===== config.mk =====
export PLATFORM = sky130hd
export DESIGN_NAME = pll_lock_rst_gen_flat
export DESIGN_NICKNAME = d
export VERILOG_FILES = /design/src/rtl/pll_rst_pkg.sv /design/src/rtl/pll_lock_rst_gen_if.sv /design/src/rtl/sync_2ff.sv /design/src/rtl/pll_lock_rst_gen.sv /design/src/flat_wrapper.sv
export SDC_FILE = /design/constraint.sdc
export NUM_CORES = 1
export LEC_CHECK = 0
export CORE_ASPECT_RATIO = 0.9
export CORE_MARGIN = 2
export CORE_UTILIZATION = 45
export CTS_BUF_LIST = sky130_fd_sc_hd__clkbuf_8
export CTS_CLUSTER_DIAMETER = 100
export DETAILED_ROUTE_END_ITERATION = 8
export GPL_ROUTABILITY_DRIVEN = 0
export GPL_TIMING_DRIVEN = 0
export MAX_ROUTING_LAYER = met4
export PLACE_DENSITY = 0.75
export SYNTH_ARGS = -nofsm -noshare
export SYNTH_HDL_FRONTEND = slang
export SYNTH_HIERARCHICAL = 1
export SYNTH_SLANG_ARGS = --single-unit

===== constraint.sdc =====
create_clock -name clk -period 2.44 [get_ports clk]
set_input_delay 0.732 -clock clk [delete_from_list [all_inputs] [get_ports clk]]
set_output_delay 0.732 -clock clk [all_outputs]
set_load 0.01 [all_outputs]

===== src/rtl/pll_rst_pkg.sv =====
// Shared types and constants for the PLL lock supervisor: state encoding,
// default timing parameters and the shared-counter width helper.
package pll_rst_pkg;

  typedef enum logic [2:0] {
    PLL_RESET   = 3'd0,
    WAIT_LOCK   = 3'd1,
    STABLE_WAIT = 3'd2,
    RUN         = 3'd3,
    FAIL        = 3'd4
  } state_e;

  localparam int DEF_RST_CYCLES    = 16;
  localparam int DEF_LOCK_TIMEOUT  = 50000;
  localparam int DEF_STABLE_CYCLES = 1024;
  localparam int DEF_MAX_RETRY     = 8;

  localparam int RETRY_W = 4;
  localparam int LOSS_W  = 8;
  localparam logic [LOSS_W-1:0] LOSS_MAX = '1;

  // One counter serves every timed state, so size it for the largest interval.
  function automatic int cnt_width(input int a, input int b, input int c, input int d);
    int m;
    m = a;
    if (b > m) m = b;
    if (c > m) m = c;
    if (d > m) m = d;
    return $clog2(m) + 1;
  endfunction

endpackage


===== src/rtl/pll_lock_rst_gen_if.sv =====
// Status/control bundle between the reset sequencer (master) and the PLL
// wrapper plus downstream reset consumers (slave).
interface pll_lock_rst_gen_if;
  import pll_rst_pkg::*;

  logic               pll_lock;
  logic               pll_rst;
  logic               user_rst;
  logic               ready;
  logic               pll_fail;
  logic [RETRY_W-1:0] retry_cnt;
  logic [LOSS_W-1:0]  loss_cnt;

  modport master (
    input  pll_lock,
    output pll_rst,
    output user_rst,
    output ready,
    output pll_fail,
    output retry_cnt,
    output loss_cnt
  );

  modport slave (
    output pll_lock,
    input  pll_rst,
    input  user_rst,
    input  ready,
    input  pll_fail,
    input  retry_cnt,
    input  loss_cnt
  );
endinterface


===== src/rtl/sync_2ff.sv =====
// Generic 1-bit two-flop synchronizer; 2 clk cycles of latency, no backpressure.
// Both flops clear to 0 under the synchronous reset.
module sync_2ff (
  input  logic clk,
  input  logic rst,
  input  logic d_i,
  output logic q_o
);

  logic meta_q;
  logic sync_q;

  always_ff @(posedge clk) begin
    if (rst) begin
      meta_q <= 1'b0;
      sync_q <= 1'b0;
    end else begin
      meta_q <= d_i;
      sync_q <= meta_q;
    end
  end

  assign q_o = sync_q;

endmodule


===== src/rtl/pll_lock_rst_gen.sv =====
// PLL lock supervisor/reset sequencer: outputs registered off the next state,
// lock-loss reaches user_rst 3 edges after pll_lock falls; no backpressure.
module pll_lock_rst_gen
  import pll_rst_pkg::*;
#(
  parameter int RST_CYCLES    = DEF_RST_CYCLES,
  parameter int LOCK_TIMEOUT  = DEF_LOCK_TIMEOUT,
  parameter int STABLE_CYCLES = DEF_STABLE_CYCLES,
  parameter int MAX_RETRY     = DEF_MAX_RETRY
) (
  input  logic               clk,
  input  logic               rst,
  pll_lock_rst_gen_if.master bus
);

  localparam int CNT_W = cnt_width(RST_CYCLES, LOCK_TIMEOUT, STABLE_CYCLES, MAX_RETRY);

  localparam logic [CNT_W-1:0]   RST_LAST    = CNT_W'(RST_CYCLES - 1);
  localparam logic [CNT_W-1:0]   TMO_LAST    = CNT_W'(LOCK_TIMEOUT - 1);
  localparam logic [CNT_W-1:0]   STABLE_LAST = CNT_W'(STABLE_CYCLES - 1);
  localparam logic [RETRY_W-1:0] RETRY_MAX   = RETRY_W'(MAX_RETRY);

  logic lock_s;

  state_e             state_q,  state_d;
  logic [CNT_W-1:0]   cnt_q,    cnt_d;
  logic [RETRY_W-1:0] retry_q,  retry_d;
  logic [LOSS_W-1:0]  loss_q,   loss_d;
  logic               pll_rst_q, user_rst_q, ready_q, fail_q;

  sync_2ff u_lock_sync (
    .clk (clk),
    .rst (rst),
    .d_i (bus.pll_lock),
    .q_o (lock_s)
  );

  always_comb begin
    state_d = state_q;
    cnt_d   = cnt_q;
    retry_d = retry_q;
    loss_d  = loss_q;

    case (state_q)
      PLL_RESET: begin
        if (cnt_q == RST_LAST) begin
          state_d = WAIT_LOCK;
          cnt_d   = '0;
        end else begin
          cnt_d = cnt_q + CNT_W'(1);
        end
      end

      // Lock is checked before the timeout so a late lock still wins.
      WAIT_LOCK: begin
        if (lock_s) begin
          state_d = STABLE_WAIT;
          cnt_d   = '0;
        end else if (cnt_q == TMO_LAST) begin
          cnt_d = '0;
          if (retry_q == RETRY_MAX) begin
            state_d = FAIL;
          end else begin
            retry_d = retry_q + RETRY_W'(1);
            state_d = PLL_RESET;
          end
        end else begin
          cnt_d = cnt_q + CNT_W'(1);
        end
      end

      STABLE_WAIT: begin
        if (!lock_s) begin
          state_d = WAIT_LOCK;
          cnt_d   = '0;
        end else if (cnt_q == STABLE_LAST) begin
          state_d = RUN;
          cnt_d   = '0;
          retry_d = '0;
        end else begin
          cnt_d = cnt_q + CNT_W'(1);
        end
      end

      // A lock drop in RUN lets the PLL relock by itself; no PLL reset here.
      RUN: begin
        if (!lock_s) begin
          state_d = WAIT_LOCK;
          cnt_d   = '0;
          if (loss_q != LOSS_MAX) begin
            loss_d = loss_q + LOSS_W'(1);
          end
        end
      end

      FAIL: begin
        state_d = FAIL;
      end

      default: begin
        state_d = PLL_RESET;
        cnt_d   = '0;
      end
    endcase
  end

  always_ff @(posedge clk) begin
    if (rst) begin
      state_q    <= PLL_RESET;
      cnt_q      <= '0;
      retry_q    <= '0;
      loss_q     <= '0;
      pll_rst_q  <= 1'b1;
      user_rst_q <= 1'b1;
      ready_q    <= 1'b0;
      fail_q     <= 1'b0;
    end else begin
      state_q    <= state_d;
      cnt_q      <= cnt_d;
      retry_q    <= retry_d;
      loss_q     <= loss_d;
      pll_rst_q  <= (state_d == PLL_RESET);
      user_rst_q <= (state_d != RUN);
      ready_q    <= (state_d == RUN);
      fail_q     <= (state_d == FAIL);
    end
  end

  assign bus.pll_rst   = pll_rst_q;
  assign bus.user_rst  = user_rst_q;
  assign bus.ready     = ready_q;
  assign bus.pll_fail  = fail_q;
  assign bus.retry_cnt = retry_q;
  assign bus.loss_cnt  = loss_q;

endmodule

===== src/flat_wrapper.sv =====
// flat-port wrapper written by rule: the top's interface ports become plain ports
module pll_lock_rst_gen_flat import pll_rst_pkg::*;
#(
  parameter int RST_CYCLES    = DEF_RST_CYCLES,
  parameter int LOCK_TIMEOUT  = DEF_LOCK_TIMEOUT,
  parameter int STABLE_CYCLES = DEF_STABLE_CYCLES,
  parameter int MAX_RETRY     = DEF_MAX_RETRY
)
  (clk, rst, bus_pll_lock, bus_pll_rst, bus_user_rst, bus_ready, bus_pll_fail, bus_retry_cnt, bus_loss_cnt);
  pll_lock_rst_gen_if bus_i ();
  input  logic clk;
  input  logic rst;
  input wire logic [$bits(bus_i.pll_lock)-1:0] bus_pll_lock;
  output wire logic [$bits(bus_i.pll_rst)-1:0] bus_pll_rst;
  output wire logic [$bits(bus_i.user_rst)-1:0] bus_user_rst;
  output wire logic [$bits(bus_i.ready)-1:0] bus_ready;
  output wire logic [$bits(bus_i.pll_fail)-1:0] bus_pll_fail;
  output wire logic [$bits(bus_i.retry_cnt)-1:0] bus_retry_cnt;
  output wire logic [$bits(bus_i.loss_cnt)-1:0] bus_loss_cnt;
  assign bus_i.pll_lock = bus_pll_lock;
  assign bus_pll_rst = bus_i.pll_rst;
  assign bus_user_rst = bus_i.user_rst;
  assign bus_ready = bus_i.ready;
  assign bus_pll_fail = bus_i.pll_fail;
  assign bus_retry_cnt = bus_i.retry_cnt;
  assign bus_loss_cnt = bus_i.loss_cnt;
  pll_lock_rst_gen #(.RST_CYCLES(RST_CYCLES), .LOCK_TIMEOUT(LOCK_TIMEOUT), .STABLE_CYCLES(STABLE_CYCLES), .MAX_RETRY(MAX_RETRY)) u_core (.clk(clk), .rst(rst), .bus(bus_i));
endmodule

==> run summary <==
## Timing
• post-route minimum period: 2.36 ns
• post-layout worst setup margin: 0.0771 ns
• Hold Slack: 0.452 ns
• setup skew after layout: 0.0108 ns
• achievable clock frequency: 423 MHz
• setup repair after global routing missed its margin: no
• max-slew violations: 0
• slew at the pin with the worst max-slew slack: 0.833 ns
• count of final setup violators: 0
• final worst path period share: 0.968
• final count of hold timing violations: 0
• setup TNS after final layout: 0 ns
• headroom to the max-slew limit: 0.442

## Floorplan
• effective utilization at floorplan: 0.468
• standard-cell rows: 22
• count of boundary I/O pins: 19
• Die X-Extent: 72.9 microns
• die area: 4810 sq um
• chip height: 66.0 microns
• standard cell core area: 4100 sq um

## Synthesis
• post-synthesis cell type with the largest combined area: dfxtp_1
• instance count of the mapped netlist: 216
• Post-Synth XOR/XNOR Area: 0.0775
• Synth area leaders: dfxtp_1, nor2_1, xor2_1
• register bit total from synthesis: 38
• fraction of synthesized cell area taken by the top area cell type: 0.396
• total nets after synthesis: 223
• synthesized-area fraction occupied by and/or/nand/nor cells: 0.309
• Seq/Total Area, Yosys: 0.396
• average cell area after synthesis: 8.89 sq um
• cell area after synthesis: 1920 sq um
• Synth Area in Compound Gates: 0.154
• adder-cell share of the synthesized area: 0.0261
• combinational family with the most area after synthesis: simple AND/OR/NAND/NOR gates
• share of cell area taken by muxes after synthesis: 0.00521
• Warnings, synthesis: 6
• count of different cell masters after synthesis: 49

## Cells and area
• Layout Cells excl Fill: 290
• layout filler cell count: 369
• total area of multi-input combinational cells: 1100 sq um
• count of nets after finishing: 248
• Synth-to-Final Area Change: 18.6%
• diode count: 0
• register cell area after layout: 761 sq um
• layout cells sized above 1: 0.103

## Detailed routing
• vias post-DR: 1,675
• Vias/cell: 5.78
• Wirelength per Cell: 14.0 microns
• detailed-route DRC error count: 0
• post-route ant nets: 0
• first-pass iteration count of the detailed router: 5
• number of design-rule violations left by the first detailed-router iteration: 186
• Total Wirelength: 4070 microns

## Critical path
• crit path capture type: flip-flop
• Worst Setup Start Kind: flip-flop
• critical path class: flip-flop to flip-flop
• critical path data required time: 2.62 ns
• reg2reg setup slack: 0.08 ns
• arrival time of the worst setup path: 2.54 ns
• largest fanout on the critical path: 10

## Clock network
• hold buffer count at CTS: 0
• clock sinks: 38
• number of buffers added by the clock tree synthesis step: 5
• clock insertion delay at the later pin of the skew report: 0.29 ns
• maximum buffer depth of the clock tree: 2
• Clock transition at path regs: 0.08 ns
• CTS H-tree lvls: 2
• root buffer cell: clkbuf_8
• TritonCTS clock tree: built

## Global route
• wire length of the first global-routing pass: 6800 microns
• number of global-route vias before repair: 1,410
• initial antenna violation count: 0
• maximum number of pins on one net before global-route repair: 14
• sum of overflow across all layers after global routing: 0
• Total Routing Usage GR: 0.188

## Power and ir drop
• leakage power figure: 0.769 nW
• power density over the cells: 525 nW/um^2
• highest ir drop seen on vdd: 0.000287 V
• Total Power Consumption: 1.19 mW

## Place
• DP Wirelength: 2810 microns
• # placed instances: 282
• worst setup slack after placement: 0.104 ns
• I/O Buffers: 18

## Min path
• min-delay worst type: flip-flop to flip-flop

## Run
• max-capacitance violation count: 0

## Status
• result of the run: finished, final reports clean

[registers in the layout (all words and copies together) (netlist names)]
signal and cells:
u_core/cnt_q 17, u_core/bus.pll_fail 1, u_core/bus.loss_cnt 8, u_core/bus.retry_cnt 4, u_core/bus.ready 1, u_core/u_lock_sync/meta_q 1
u_core/state_q 3, u_core/bus.pll_rst 1, u_core/bus.user_rst 1, u_core/u_lock_sync/q_o 1
[path summary, 6_finish.rpt]
path | endpoint | cells after the start | start
setup / recovery | u_core/cnt_q[9]$_SDFFE_PP0P_ | 6 | u_core/cnt_q[13]$_SDFFE_PP0P_
hold / removal | u_core/u_lock_sync/q_o$_SDFF_PP0_ | 1 | u_core/u_lock_sync/meta_q$_SDFF_PP0_
setup reg to reg | u_core/cnt_q[9]$_SDFFE_PP0P_ | 6 | u_core/cnt_q[13]$_SDFFE_PP0P_
hold reg to reg | u_core/u_lock_sync/q_o$_SDFF_PP0_ | 1 | u_core/u_lock_sync/meta_q$_SDFF_PP0_
[stage by stage]
| stage | instance area (sq um) | util |
|---|---|---|
| final | 2280 | 0.555 |
| after detailed placement | 2160 | 0.527 |
| after global routing | 2280 | 0.555 |
| after CTS | 2270 | 0.555 |
| after floorplan | 1920 | - |
| after global placement | 2160 | 0.527 |
[cell usage in the layout, fill, tap and decap left out, types with 2 or more instances in the layout]
| cell | instances |
|---|---|
| o31ai_1 | 2 |
| dfxtp_1 | 38 |
| or2_2 | 2 |
| xnor2_1 | 6 |
| nor3_1 | 5 |
| nor4bb_1 | 2 |
| clkinvlp_4 | 2 |
| a211oi_1 | 2 |
| clkdlybuf4s50_1 | 18 |
| nor2_1 | 27 |
| nand4_1 | 10 |
| ha_1 | 4 |
| or3_1 | 2 |
| and3_1 | 3 |
| a21boi_0 | 2 |
| nand2_1 | 16 |
| nor2b_1 | 5 |
| o32ai_1 | 6 |
| a21oi_1 | 10 |
| a31o_2 | 2 |
| clkbuf_1 | 4 |
| inv_1 | 7 |
| nor4_1 | 6 |
| clkbuf_8 | 5 |
| nor3b_1 | 2 |
| a31oi_1 | 3 |
| xor2_1 | 11 |
| nand3_1 | 13 |
| and4_2 | 2 |
[cell type report]
type | count | area share
Tap cell | 48 | 0.0264
Buffer | 7 | 0.0154
Clock buffer | 5 | 0.0302
Timing Repair Buffer | 18 | 0.0791
Clock inverter | 3 | 0.0198
Sequential cell | 38 | 0.334
Multi-Input combinational cell | 164 | 0.484
Inverter | 7 | 0.0115
[kinds of logic after synthesis]
logic type	count (synthesis)
multiplexers	1
adder cells (fa/ha/maj)	4
buffers and inverters	14
AO/OA/AOI/OAI	37
AND/OR/NAND/NOR	105
XOR/XNOR	17
flip-flops	38
[cells in the mapped netlist (all sizes together)]
cell type  instances
dfxtp             38
nor2              28
nand2             16
nand3             13
xor2              11
a21oi             10
nand4             10
inv                7
nor4               7
nor3               6
o32ai              6
xnor2              6
nor2b              5
and3               4
clkbuf             4
ha                 4
a21boi             3
a31oi              3
and4               3
buf                3
a211oi             2
a31o               2
nor3b              2
nor4b              2
nor4bb             2
o31ai              2
or2                2
or3                2
a2111oi            1
a21o               1
a22oi              1
a311o              1
a41oi              1
and4b              1
mux2i              1
nand2b             1
o211ai             1
o21a               1
o221ai             1
o41ai              1
or4b               1
[layer usage]
metal / GRT usage / vias up / share of wire
li1: - / 843 / -
met3: 0.0457 / 4 / 0.067
met2: 0.266 / 63 / 0.43
met5: - / - / 0
met1: 0.265 / 765 / 0.50
met4: 0.0556 / 0 / 0.0052
[report_power, final]
group          total, mW  leakage (nW)  internal, mW  switching (mW)
clock network      0.533        0.0504         0.304           0.229
logic             0.0292         0.411        0.0121          0.0171
registers          0.632         0.307         0.626         0.00686
[what timing repair did]
item | CTS | global route
buffers inserted | 0 | 0
resized for setup | 0 | 1
setup endpoints to repair | 0 | 10
[worst max-delay path: stages, from the launching register on]
cell and delay, ns:
dfxtp_1 0.38, nor4_2 0.59, nor4b_4 0.40, a2111oi_4 0.19, o41ai_2 0.43, buf_6 0.20
nor2_1 0.06
No activity file was read; power rests on OpenSTA's default activity.
